File: src/rtl/lsu_beat_unpacker.sv
// Frame reader: issues one frame of LSU reads, buffers beats (2 deep)
// and unpacks each beat into pixel-group stream transfers.
module lsu_beat_unpacker #(
    parameter int PIXELS_PER_BEAT = 16,
    parameter int IMAGE_DIM       = 512,
    parameter int BIT_WIDTH       = 8,
    parameter int PIXELS_PER_OUT  = 4,
    parameter int DATA_WIDTH      = PIXELS_PER_BEAT * BIT_WIDTH,
    parameter int OUT_WIDTH       = PIXELS_PER_OUT * BIT_WIDTH
) (
    input  logic                  clk,
    input  logic                  aresetn,
    input  logic                  start,
    output logic                  busy,
    output logic                  frame_done,
    output logic                  lsu_read_enable,
    input  logic [DATA_WIDTH-1:0] lsu_read_data,
    output logic                  m_tvalid,
    input  logic                  m_tready,
    output logic [OUT_WIDTH-1:0]  m_tdata,
    output logic                  m_tuser,
    output logic                  m_tlast
);

    localparam int BEATS  = IMAGE_DIM * IMAGE_DIM / PIXELS_PER_BEAT;
    localparam int SLICES = PIXELS_PER_BEAT / PIXELS_PER_OUT;
    localparam int XPR    = IMAGE_DIM / PIXELS_PER_OUT;
    localparam int TOTAL  = BEATS * SLICES;
    localparam int BW     = $clog2(BEATS + 1);
    localparam int TW     = $clog2(TOTAL + 1);
    localparam int SW     = (SLICES > 1) ? $clog2(SLICES) : 1;
    localparam int CW     = (XPR > 1) ? $clog2(XPR) : 1;

    localparam logic [BW-1:0] LAST_BEAT  = BW'(BEATS - 1);
    localparam logic [TW-1:0] LAST_XFER  = TW'(TOTAL - 1);
    localparam logic [SW-1:0] LAST_SLICE = SW'(SLICES - 1);
    localparam logic [CW-1:0] LAST_COL   = CW'(XPR - 1);

    typedef enum logic [1:0] {
        IDLE,
        ISSUE,
        DRAIN,
        DONE
    } state_t;

    state_t state_q;
    state_t state_d;

    logic [BW-1:0]         issued_q;
    logic [TW-1:0]         total_q;
    logic [CW-1:0]         col_q;
    logic [SW-1:0]         slice_q;
    logic [1:0]            occ_q;
    logic                  inflight_q;
    logic                  head_q;
    logic                  tail_q;
    logic [DATA_WIDTH-1:0] buf_q [2];

    logic [SLICES-1:0][OUT_WIDTH-1:0] head_slices;

    logic hs;
    logic pop;
    logic wr;
    logic rd_en;
    logic last_hs;

    // Outstanding = buffered + in flight; a read only goes out if it fits
    always_comb begin
        rd_en = (state_q == ISSUE) &&
                ((3'(occ_q) + 3'(inflight_q)) < 3'd2);
    end

    always_comb begin
        head_slices = buf_q[head_q];
        m_tvalid    = (occ_q != 2'd0);
        m_tdata     = head_slices[slice_q];
        m_tlast     = m_tvalid && (col_q == LAST_COL);
        busy        = (state_q == ISSUE) || (state_q == DRAIN);
        m_tuser     = busy && (total_q == '0);
        frame_done  = (state_q == DONE);
        lsu_read_enable = rd_en;
        hs          = m_tvalid && m_tready;
        pop         = hs && (slice_q == LAST_SLICE);
        wr          = inflight_q;
        last_hs     = hs && (total_q == LAST_XFER);
    end

    always_comb begin
        state_d = state_q;
        unique case (state_q)
            IDLE:  if (start) state_d = ISSUE;
            ISSUE: if (rd_en && issued_q == LAST_BEAT) state_d = DRAIN;
            DRAIN: if (last_hs) state_d = DONE;
            DONE:  state_d = IDLE;
            default: state_d = IDLE;
        endcase
    end

    always_ff @(posedge clk) begin
        if (!aresetn) begin
            state_q    <= IDLE;
            issued_q   <= '0;
            total_q    <= '0;
            col_q      <= '0;
            slice_q    <= '0;
            occ_q      <= 2'd0;
            inflight_q <= 1'b0;
            head_q     <= 1'b0;
            tail_q     <= 1'b0;
            buf_q[0]   <= '0;
            buf_q[1]   <= '0;
        end else begin
            state_q    <= state_d;
            inflight_q <= rd_en;
            if (state_q == IDLE && start) begin
                issued_q <= '0;
                total_q  <= '0;
                col_q    <= '0;
                slice_q  <= '0;
            end else begin
                if (rd_en) issued_q <= issued_q + 1'b1;
                if (hs) begin
                    total_q <= total_q + 1'b1;
                    slice_q <= pop ? '0 : slice_q + 1'b1;
                    col_q   <= (col_q == LAST_COL) ? '0 : col_q + 1'b1;
                end
            end
            // Read data lands one cycle after its strobe
            if (wr) begin
                buf_q[tail_q] <= lsu_read_data;
                tail_q        <= ~tail_q;
            end
            if (pop) head_q <= ~head_q;
            unique case ({wr, pop})
                2'b10:   occ_q <= occ_q + 2'd1;
                2'b01:   occ_q <= occ_q - 2'd1;
                default: occ_q <= occ_q;
            endcase
        end
    end

endmodule

File: config.mk
export PLATFORM = sky130hd
export DESIGN_NAME = lsu_beat_unpacker
export DESIGN_NICKNAME = d
export VERILOG_FILES = /design/src/rtl/lsu_beat_unpacker.sv
export SDC_FILE = /design/constraint.sdc
export NUM_CORES = 1
export LEC_CHECK = 0
export BUFFER_PORTS_ARGS = -buffer_cell sky130_fd_sc_hd__buf_2
export CORE_UTILIZATION = 55
export CTS_CLUSTER_SIZE = 40
export DETAILED_ROUTE_END_ITERATION = 10
export PLACE_DENSITY_LB_ADDON = 0.25
export SLEW_MARGIN = 20
export SYNTH_ARGS = -nofsm -noshare
export SYNTH_HDL_FRONTEND = slang
export SYNTH_SLANG_ARGS = --single-unit
File: constraint.sdc
create_clock -name clk -period 25.3 [get_ports clk]
set_input_delay 2.53 -clock clk [delete_from_list [all_inputs] [get_ports clk]]
set_output_delay 2.53 -clock clk [all_outputs]
set_load 0.005 [all_outputs]
After elaboration in Yosys (flattened, before gate mapping)
Memories as Yosys holds them, arrays and structs flattened. A register that Yosys moved wholly into a read port is not among the register bits.
Cells that the tools add are included.
{"block": "word_totals", "ff_bits": 48, "mem_bits_rw": 256, "inputBits": 132, "out_inout_bits": 38, "elab_cells": 68, "mem_count": 1}
{"block": "classes", "addsub": 7, "n_lt_le_gt_ge": 2, "eq_ne": 12, "muxes": 18, "n_bitwise": 3, "n_reduce_logical": 16}
{"name": "buf_q", "words": 2, "word_bits": 128, "read_ports": 1, "rd_clocked_by_memory_dff": 1, "wr": 2, "line": "57", "rtl": "logic [DATA_WIDTH-1:0] buf_q [2];"}
{"op": "$mux W128", "count": 1}
{"op": "$reduce_or A128 Y1", "count": 1}
{"op": "$bmux W32 S2", "count": 1}
{"op": "$mux W32", "count": 1}
{"op": "$add A17 B1 Y17 const B", "count": 1}
{"op": "$eq A17 B16 Y1 const B", "count": 1}
{"op": "$logic_not A17 Y1", "count": 1}
{"op": "$add A15 B1 Y15 const B", "count": 1}
{"op": "$eq A15 B14 Y1 const B", "count": 1}
{"op": "$eq A2 B2 Y1 const B", "count": 4}
{"op": "$logic_and A1 B1 Y1", "count": 8}
{"op": "$mux W1", "count": 8}
{"op": "$mux W2", "count": 4}
{"op": "$pmux W2 S4", "count": 1}
{"op": "$add A7 B1 Y7 const B", "count": 1}
{"op": "$eq A7 B7 Y1 const B", "count": 1}
{"op": "$mux W7", "count": 1}
{"op": "$add A2 B1 Y2 const B", "count": 2}
{"op": "$eq A2 B1 Y1 const B", "count": 2}
{"op": "$ne A2 B2 Y1 const B", "count": 2}
{"op": "$pmux W2 S2", "count": 1}
{"op": "$reduce_bool A2 Y1", "count": 2}
{"op": "$add A2 B1 Y3", "count": 1}
{"op": "$lt A2 B3 Y1 const B", "count": 1}
{"op": "8 further kinds", "count": 10}

Logic depth before layout (Yosys ltp)
Gate-level depths: netlist of run 1.
{"block": "logic_depth", "ltp_word": 6, "mapped_depth": 8, "ltp_nobuf": 8}

Least setup slack after synthesis of run 1
Ideal clock, no wire load.
{"block": "synth_path", "path_type": "register -> register", "startpoint": "reg inflight_q", "endpoint": "mem buf_q[0][0] in the netlist's numbering (enable)", "setup_ns": 0.792, "t_arrival_ns": 9.397, "required_time_ns": 24.508, "slack_ns": 15.111, "path_stages_with_launch": 3, "period_less_slack_ns": 10.189, "path_cell_list": "dfxtp_1 -> inv_1 -> o21ai_0"}
{"element": "start, declared", "line": "54", "rtl": "logic inflight_q;"}
{"element": "start signal, assigned", "line": "114", "rtl": "inflight_q <= rd_en;"}
{"element": "end, declared", "line": "57"}

==> flow_metrics.env, run 1 <==
export IMPL_slowest_stage="dfxtp_4"
export IMPL_cts_sinks=305
export IMPL_postRouteAntennaNets=0
export IMPL_htreeDepth=1
export IMPL_grt_use_total_pct=21.2
export IMPL_worstPathCellList="buf_4 > mux4_2 > mux2_2 > buf_2"
export IMPL_finalMaxSlewViolations=0
export IMPL_syn2layout_area_growth_pct=14.8
export IMPL_grt_max_degree=129
export IMPL_io_pins=170
export IMPL_place_ws_ns=20.21
export IMPL_ys_seq_area_share_pct=63.1
export IMPL_layout_nets=1238
export IMPL_worstMarginPinSlew_ns=1.10
export IMPL_synth_nets=1091
export IMPL_post_route_period_util_pct=22.0
export IMPL_synth_common_cells="and2_1 (261), edfxtp_1 (256), mux4_2 (64)"
export IMPL_cts_made_buffers=30
export IMPL_cpPeakStageDelay_ns=0.78
export IMPL_drc=0
export IMPL_setup_total_negative_slack_ns=0
export IMPL_p_leak_nw=5.83
export IMPL_die_x_um=160
export IMPL_required_ns=22.77
export IMPL_die_y_um=160
export IMPL_die_area_um2=25600
export IMPL_synth_edf_count=256
export IMPL_postCtsHoldBufs=0
export IMPL_ctsResizeCount=0
export IMPL_postSynthAreaPerCell_um2=14.5
export IMPL_status="completed"
export IMPL_ys_dominant_reg_cell="edfxtp_1"
export IMPL_root_buffer="clkbuf_16"
export IMPL_antenna_found_initial=8
export IMPL_grt_ovfl_total=0
export IMPL_maxCapViolCount=0
export IMPL_hp_class="register to register"
export IMPL_async_flop_share_pct=0
export IMPL_path_class="register to output pin"
export IMPL_yosysMostFrequentCell="and2_1"
export IMPL_via_per_inst=5.50
export IMPL_clk_pin_slew_ns=0.06
export IMPL_vias=7923
export IMPL_num_rows=57
export IMPL_synth_top_area_share_pct=55.9
export IMPL_max_slew_margin_rel_pct=26.6
export IMPL_rsz0062_at_grt="false"
export IMPL_final_setup_skew_ns=0.0127
export IMPL_drive_gt1_share_pct=29.5
export IMPL_cts_tree="built"
export IMPL_post_cts_setup_buffers=0
export IMPL_path_max_fanout=33
export IMPL_fillers=1841
export IMPL_syn_inst=947
export IMPL_place_congestion=0.785
export IMPL_setup_viol=0
export IMPL_ys_seq_elements=305
export IMPL_fmax_ghz=0.180
export IMPL_synth_area_leaders="edfxtp_1 (56%), and2_1 (12%), mux4_2 (10%), dfxtp_1 (7.1%), mux2_2 (2.8%)"
export IMPL_clk_path_buf_depth=3
export IMPL_wire_per_inst_um=18.6
export IMPL_final_min_clock_period_ns=5.57
export IMPL_finalHoldViolCount=0
export IMPL_startpoint_type="register"
export IMPL_detailed_place_hpwl_mm=16.2
export IMPL_grt_pass1_vias=7834
export IMPL_wirelength_mm=26.8
export IMPL_firstDrtPassIters=5
export IMPL_port_buffers=169
export IMPL_coreArea_um2=24400
export IMPL_ir_worst_vdd_mv=0.0602
export IMPL_netlist_area_um2=13700
export IMPL_synth_cell_types=41
export IMPL_dr_first_iter_drc_count=677
export IMPL_ys_warn_count=0
export IMPL_clk_latency_ns=0.55
export IMPL_yosysTopAreaCell="edfxtp_1"
export IMPL_crit_arrival_ns=3.04
export IMPL_worst_setup_path_end_kind="output pin"
export IMPL_fin_ws_ns=19.73
export IMPL_initial_core_util_pct=56.4
export IMPL_grt_first_pass_wirelength_mm=42.6
export IMPL_cellPowerDensity_nw_per_um2=75.9
-- metal layers --
| layer | routed length, um | up-vias | global-route usage (%) |
|---|---|---|---|
| met3 | 1530 | 50 | 4.62 |
| met4 | 507 | 12 | 5.06 |
| met1 | 11600 | 3879 | 29.3 |
| li1 | - | 3770 | - |
| met5 | 70 | - | 0 |
| met2 | 13100 | 212 | 34.5 |
-- layout make-up --
class / instances / area, um^2 / area share, %
sequential: 305 / 8680 / 55.0
multi-input combinational: 567 / 4790 / 30.4
timing repair buffer: 176 / 906 / 5.74
clock buffer: 43 / 873 / 5.53
tap: 324 / 405 / 2.57
clock inverter: 10 / 71.3 / 0.452
inverter: 14 / 52.6 / 0.333
antenna: 2 / 5.00 / 0.0317
-- final timing paths --
path / from / to / slack, ns / cells after the start
max: register / m_tdata[14] / 19.73 / 4
min: issued_q[13] / issued_q[13] / 0.49 / 2
max reg2reg: inflight_q / buf_q[0][7] / 22.23 / 4
min reg2reg: issued_q[13] / issued_q[13] / 0.49 / 2
-- kinds of logic after synthesis --
group                      count (synthesis)  share of synthesized area [%]
adders and majority gates                 12                           1.09
AOI/OAI and AO/OA                         46                           2.03
muxes                                     98                           13.3
buffers and inverters                     75                           2.36
xor gates and xnor gates                  25                           1.59
DFF                                      305                           63.1
and+or+nand+nor                          386                           16.6
-- registers in the layout (all words and copies together), names as in the netlist, named ones only --
register    flops
buf_q         256
col_q           7
head_q          1
inflight_q      1
issued_q       15
occ_q           2
slice_q         2
state_q         2
tail_q          1
total_q        17
-- stage by stage --
stage / std cells / cell area, um^2 / total power [mW] / hold WS (ns) / util (%)
2_1_floorplan: 947 / 13700 / 0.736 / 0.452 / -
3_3_place_gp: 1386 / 14800 / 0.776 / 0.461 / 60.8
3_5_place_dp: 1386 / 14800 / 0.780 / 0.478 / 60.8
4_1_cts: 1439 / 15800 / 1.21 / 0.490 / 64.6
5_1_grt: 1439 / 15800 / 1.24 / 0.513 / 64.7
6_report: 1441 / 15800 / 1.20 / 0.488 / 64.7
-- where the power goes --
| part | switching, mW | total, mW | internal, mW |
|---|---|---|---|
| Sequential | 0.0217 | 0.622 | 0.600 |
| Combinational | 0.0748 | 0.146 | 0.0711 |
| Clock | 0.182 | 0.430 | 0.248 |
-- critical path, delay by kind of cell (launching register included) --
family                 cells  cell delay, ns
buffers and inverters      2            0.79
flip-flops                 1            0.78
multiplexers               2            0.89
-- layout by cell type (no fill, tap or decap), types with 14 or more instances in the layout --
master and count:
inv_1 14, buf_2 169, mux2_2 34, xnor2_1 19, and2_1 261, mux4_2 64, edfxtp_1 256, nor2_1 28
dfxtp_1 46, clkbuf_16 33, nand2_1 25, a21oi_1 18
No activity file was read; power rests on OpenSTA's default activity.
==> run 2: changes to the inputs <==
Settings changed: ABC_AREA set to 1, CORE_UTILIZATION 55 to 53.
Clock period 25.3 ns to 5 ns, I/O delays scaled along.
==> run 2 against run 1 <==
Effect of this change:
- critical path depth increased by 2
- final cell count increased by 38%
- count of clock-buffer cells in the layout fell by 5
- first-iteration DRC count up 26%
- routed wire length increased by 21%
==> flow_metrics.env, run 2 <==
export IMPL_coreArea_um2=26100
export IMPL_fin_ws_ns=1.50
export IMPL_synth_nets=1642
export IMPL_largest_register_ff_count=256
export IMPL_synth_fa_ha_area_share_pct=1.07
export IMPL_drc=0
export IMPL_yosys_area_share_xor_xnor_pct=0.312
export IMPL_port_buffers=169
export IMPL_hp_class="input port to register"
export IMPL_postCtsHoldBufs=0
export IMPL_finalMaxSlewViolations=0
export IMPL_ir_worst_vdd_mv=0.305
export IMPL_synth_area_leaders="edfxtp_1 (55%), nor2_1 (13%), dfxtp_1 (7.0%), inv_1 (4.7%), nand2_1 (4.5%)"
export IMPL_final_setup_skew_ns=0.00816
export IMPL_grt_first_pass_wirelength_mm=50.5
export IMPL_fin_util_pct=61.4
export IMPL_setup_viol=0
export IMPL_layout_commonest_cell="nor2_1"
export IMPL_firstDrtPassIters=5
export IMPL_required_ns=4.50
export IMPL_cts_sinks=305
export IMPL_grt_pass1_vias=10000
export IMPL_grt_ovfl_total=0
export IMPL_netlist_area_um2=14100
export IMPL_place_ws_ns=2.01
export IMPL_hold_depth=3
export IMPL_grt_use_total_pct=24.0
export IMPL_ys_seq_area_share_pct=61.7
export IMPL_status="completed"
export IMPL_largest_register="buf_q"
export IMPL_ctsResizeCount=0
export IMPL_startpoint_type="register"
export IMPL_detailed_place_hpwl_mm=20.5
export IMPL_synth_cell_types=35
export IMPL_vias=10600
export IMPL_via_per_inst=5.34
export IMPL_io_pins=170
export IMPL_htreeDepth=1
export IMPL_fmax_ghz=0.286
export IMPL_postSynthAreaPerCell_um2=9.38
export IMPL_cts_tree="built"
export IMPL_final_min_clock_period_ns=3.50
export IMPL_path_class="register to output pin"
export IMPL_wirelength_mm=32.6
export IMPL_reg2reg_to="buf_q[1][97]"
export IMPL_ys_seq_elements=305
export IMPL_ys_dominant_reg_cell="edfxtp_1"
export IMPL_die_area_um2=27200
export IMPL_yosys_area_share_simple_pct=20.6
export IMPL_root_buffer="clkbuf_16"
export IMPL_path_max_fanout=66
export IMPL_cellPowerDensity_nw_per_um2=376
export IMPL_place_congestion=0.858
export IMPL_cts_made_buffers=31
export IMPL_syn2layout_area_growth_pct=13.8
export IMPL_ys_warn_count=0
export IMPL_worst_setup_path_end_kind="output pin"
export IMPL_drive_gt1_share_pct=15.3
export IMPL_min_to="buf_q[0][6]"
export IMPL_reg_top3="buf_q (256), total_q (17), issued_q (15)"
export IMPL_synth_common_cells="nor2_1 (504), edfxtp_1 (256), inv_1 (175)"
export IMPL_synthMuxAreaShare_pct=0
export IMPL_maxCapViolCount=0
export IMPL_synth_top_family_by_area="simple AND/OR/NAND/NOR gates"
export IMPL_max_slew_margin_rel_pct=24.5
export IMPL_rr_worst_depth=3
export IMPL_setup_total_negative_slack_ns=0
export IMPL_die_y_um=165
export IMPL_grt_max_degree=102
export IMPL_async_flop_share_pct=0
export IMPL_layout_common_cells="nor2_1 (504), edfxtp_1 (256), inv_1 (175)"
export IMPL_dr_first_iter_drc_count=855
export IMPL_reg2reg_setup_slack_ns=2.41
export IMPL_crit_arrival_ns=3.00
export IMPL_clk_path_buf_depth=3
export IMPL_syn_inst=1498
export IMPL_antenna_found_initial=2
export IMPL_post_route_period_util_pct=70.0
export IMPL_rsz0062_at_grt="false"
export IMPL_synth_compound_gate_area_share_pct=8.55
export IMPL_synth_edf_count=256
export IMPL_synth_top_area_share_pct=54.7
export IMPL_p_leak_nw=7.05
export IMPL_finalHoldViolCount=0
export IMPL_fillers=2249
export IMPL_layout_nets=1773
export IMPL_yosysTopAreaCell="edfxtp_1"
export IMPL_yosysMostFrequentCell="nor2_1"
export IMPL_post_cts_setup_buffers=0
export IMPL_reg2reg_from="inflight_q"
export IMPL_hp_start="lsu_read_data[6]"
export IMPL_postRouteAntennaNets=0
export IMPL_clk_pin_slew_ns=0.06
export IMPL_wire_per_inst_um=16.4
export IMPL_clk_latency_ns=0.55
export IMPL_num_rows=59
export IMPL_initial_core_util_pct=53.9
export IMPL_die_x_um=165
export IMPL_worstMarginPinSlew_ns=1.13
==> run 2: worst max-delay path by stage <==
stage	startpoint	end	slack [ns]	cells past startpoint
6_report	register	m_tdata[6]	1.50	6
5_1_grt	register	m_tdata[0]	1.31	7
4_1_cts	register	m_tdata[0]	1.48	7
3_5_place_dp	aresetn	buf_q[1][73]	2.01	4
3_3_place_gp	aresetn	buf_q[1][73]	2.05	4
2_1_floorplan	aresetn	buf_q[0][0]	0.61	5
==> run 2: layout make-up <==
type	count	area (um^2)	area share, %
Clock buffer	38	822	5.14
Sequential cell	305	8680	54.2
Timing Repair Buffer	181	961	6.00
Tap cell	335	419	2.62
Inverter	180	678	4.24
Multi-Input combinational cell	930	4330	27.1
Antenna cell	2	5.00	0.0313
Clock inverter	19	111	0.696
==> run 2: kinds of logic after synthesis <==
logic type | after synthesis
AOI/OAI and AO/OA | 188
xor gates and xnor gates | 5
adders and majority gates | 12
buffers and inverters | 263
DFF | 305
and+or+nand+nor | 725
==> run 2: power breakdown <==
part | switching (mW) | internal, mW
Clock | 0.941 | 1.21
Combinational | 0.518 | 0.277
Sequential | 0.0910 | 2.98
==> run 2: metrics by stage <==
stage	power, mW	cell area [um^2]	std cells	hold WS (ns)
floorplan	3.61	14100	1498	0.444
global placement	3.90	15100	1931	0.462
detailed placement	3.92	15100	1931	0.470
CTS	6.04	16000	1988	0.249
global route	6.25	16000	1990	0.266
finish	6.02	16000	1990	0.261
==> run 2: layer usage <==
layer	global-route usage (%)	up-vias	wire (um)
li1	-	5178	-
met1	34.7	5031	14400
met2	36.8	358	15000
met3	3.64	57	2410
met4	8.51	0	823
met5	0	-	0
==> run 2: critical path: stages (launching register included) <==
cell and delay, ns:
dfxtp_4 0.79, buf_4 0.66, nor2_1 0.11, o32ai_1 0.51
nand2_1 0.13, nand2_1 0.09, buf_2 0.11
==> run 3: changes to the inputs <==
Clock period 5 ns to 2.9 ns, I/O delays scaled along.
==> run 3 against run 2 <==
Effect of this change:
- total power rose by 80%
- design area rose by 1.7%
- die area did not move
- highest routed layer unchanged
==> flow_metrics.env, run 3 (synthesis gave the netlist of run 2 again) <==
export IMPL_path_class="register to output pin"
export IMPL_cts_tree="built"
export IMPL_grt_first_pass_wirelength_mm=52.6
export IMPL_setup_total_negative_slack_ns=0
export IMPL_ir_worst_vdd_mv=0.493
export IMPL_clk_latency_ns=0.51
export IMPL_wirelength_mm=33.9
export IMPL_fin_ws_ns=0.202
export IMPL_vias=10800
export IMPL_place_ws_ns=0.715
export IMPL_min_to="buf_q[0][74]"
export IMPL_finalHoldViolCount=0
export IMPL_postLayoutCellArea_um2=16300
export IMPL_maxCapViolCount=0
export IMPL_reg2reg_setup_slack_ns=0.85
export IMPL_crit_buf_inv=3
export IMPL_via_per_inst=5.37
export IMPL_die_x_um=165
export IMPL_crit_top_cell="nand2_1"
export IMPL_clk_path_buf_depth=3
export IMPL_wire_per_inst_um=16.9
export IMPL_io_pins=170
export IMPL_num_rows=59
export IMPL_die_y_um=165
export IMPL_startpoint_type="register"
export IMPL_reg2reg_from="total_q[7]"
export IMPL_fin_cells=2002
export IMPL_max_slew_margin_rel_pct=56.5
export IMPL_cp_top_family="buffers and inverters"
export IMPL_die_area_um2=27200
export IMPL_layout_nets=1785
export IMPL_firstDrtPassIters=6
export IMPL_cts_sinks=305
export IMPL_hold_depth=3
export IMPL_rr_worst_depth=11
export IMPL_worst_setup_path_end_kind="output pin"
export IMPL_initial_core_util_pct=53.9
export IMPL_final_min_clock_period_ns=2.70
export IMPL_reg_top3="buf_q (256), total_q (17), issued_q (15)"
export IMPL_finalMaxSlewViolations=0
export IMPL_layout_commonest_cell="nor2_1"
export IMPL_port_buffers=169
export IMPL_grt_use_total_pct=25.2
export IMPL_path_max_fanout=36
export IMPL_drive_gt1_share_pct=16.2
export IMPL_crit_arrival_ns=2.41
export IMPL_required_ns=2.61
export IMPL_antenna_found_initial=1
export IMPL_clk_pin_slew_ns=0.06
export IMPL_setup_viol=0
export IMPL_layout_common_cells="nor2_1 (504), edfxtp_1 (256), inv_1 (175)"
export IMPL_coreArea_um2=26100
export IMPL_final_setup_skew_ns=0.0157
export IMPL_largest_register_ff_count=256
export IMPL_power_total_mw=10.8
export IMPL_post_dp_cell_area_um2=15200
export IMPL_grt_max_degree=130
export IMPL_fmax_ghz=0.371
export IMPL_root_buffer="clkbuf_16"
export IMPL_hp_start="lsu_read_data[74]"
export IMPL_worstMarginPinSlew_ns=0.652
export IMPL_syn2layout_area_growth_pct=15.8
export IMPL_cpPeakStageDelay_ns=0.42
export IMPL_cellPowerDensity_nw_per_um2=664
export IMPL_drc=0
export IMPL_worstPathCellList="inv_4 > buf_4 > nor2_1 > o32ai_1 > nand2_1 > nand2_1 > buf_2"
export IMPL_postRouteAntennaNets=0
export IMPL_slowest_stage="dfxtp_4"
export IMPL_cts_made_buffers=34
export IMPL_htreeDepth=2
export IMPL_postCtsHoldBufs=0
export IMPL_grt_ovfl_total=0
export IMPL_post_cts_setup_buffers=0
export IMPL_post_route_period_util_pct=93.0
export IMPL_detailed_place_hpwl_mm=21.2
export IMPL_rsz0062_at_grt="false"
export IMPL_fin_util_pct=62.4
export IMPL_grt_pass1_vias=10200
export IMPL_dp_cells=1940
export IMPL_status="completed"
export IMPL_p_leak_nw=7.19
export IMPL_place_congestion=0.850
export IMPL_ctsResizeCount=0
export IMPL_dr_first_iter_drc_count=1144
export IMPL_reg2reg_to="state_q[0]"
export IMPL_whs_ns=0.100
export IMPL_largest_register="buf_q"
export IMPL_hp_class="input port to register"
==> run 3: cell count changes in the layout (fill, tap and decap cells not counted) <==
cell,previous run,this run
clkinv_1,9,4
clkbuf_1,5,6
buf_6,0,1
diode_2,2,1
clkinv_2,8,10
buf_12,2,6
clkinv_4,0,1
buf_4,10,14
nand2_8,0,2
nand2_4,6,4
clkinvlp_4,1,2
clkbuf_8,2,0
clkbuf_16,31,37
==> run 3: how the worst max path moves through the flow <==
stage,cells after the start,to,start
floorplan,5,buf_q[0][0],aresetn
global placement,6,m_tdata[2],register
detailed placement,6,m_tdata[3],register
CTS,6,m_tdata[1],register
global route,7,m_tdata[1],register
finish,7,m_tdata[8],register
==> run 3: final cells by class <==
type / instances / area [um^2]
Clock inverter: 18 / 119
Antenna cell: 1 / 2.50
Inverter: 180 / 678
Multi-Input combinational cell: 930 / 4350
Sequential cell: 305 / 8680
Tap cell: 335 / 419
Timing Repair Buffer: 190 / 1080
Clock buffer: 43 / 948
Fill cell: 2212 / 9790
==> run 3: tightest hold or removal path, stage by stage <==
cell and delay [ns]:
buf_2 0.07, inv_1 0.04, nor2_1 0.09
==> run 3: per-layer routing <==
layer  vias up  routed length (um)  GRT usage [%]
met5         -                   0              0
met4         0                 900           8.38
met3        54                2360           4.29
met2       361               15600           39.2
met1      5148               15000           35.7
li1       5192                   -              -
==> run 3: where the power goes <==
part / total, mW / internal [mW] / switching, mW
registers: 5.28 / 5.14 / 0.144
logic: 1.40 / 0.493 / 0.906
clock network: 4.12 / 2.41 / 1.71
total: 10.8 / 8.04 / 2.76
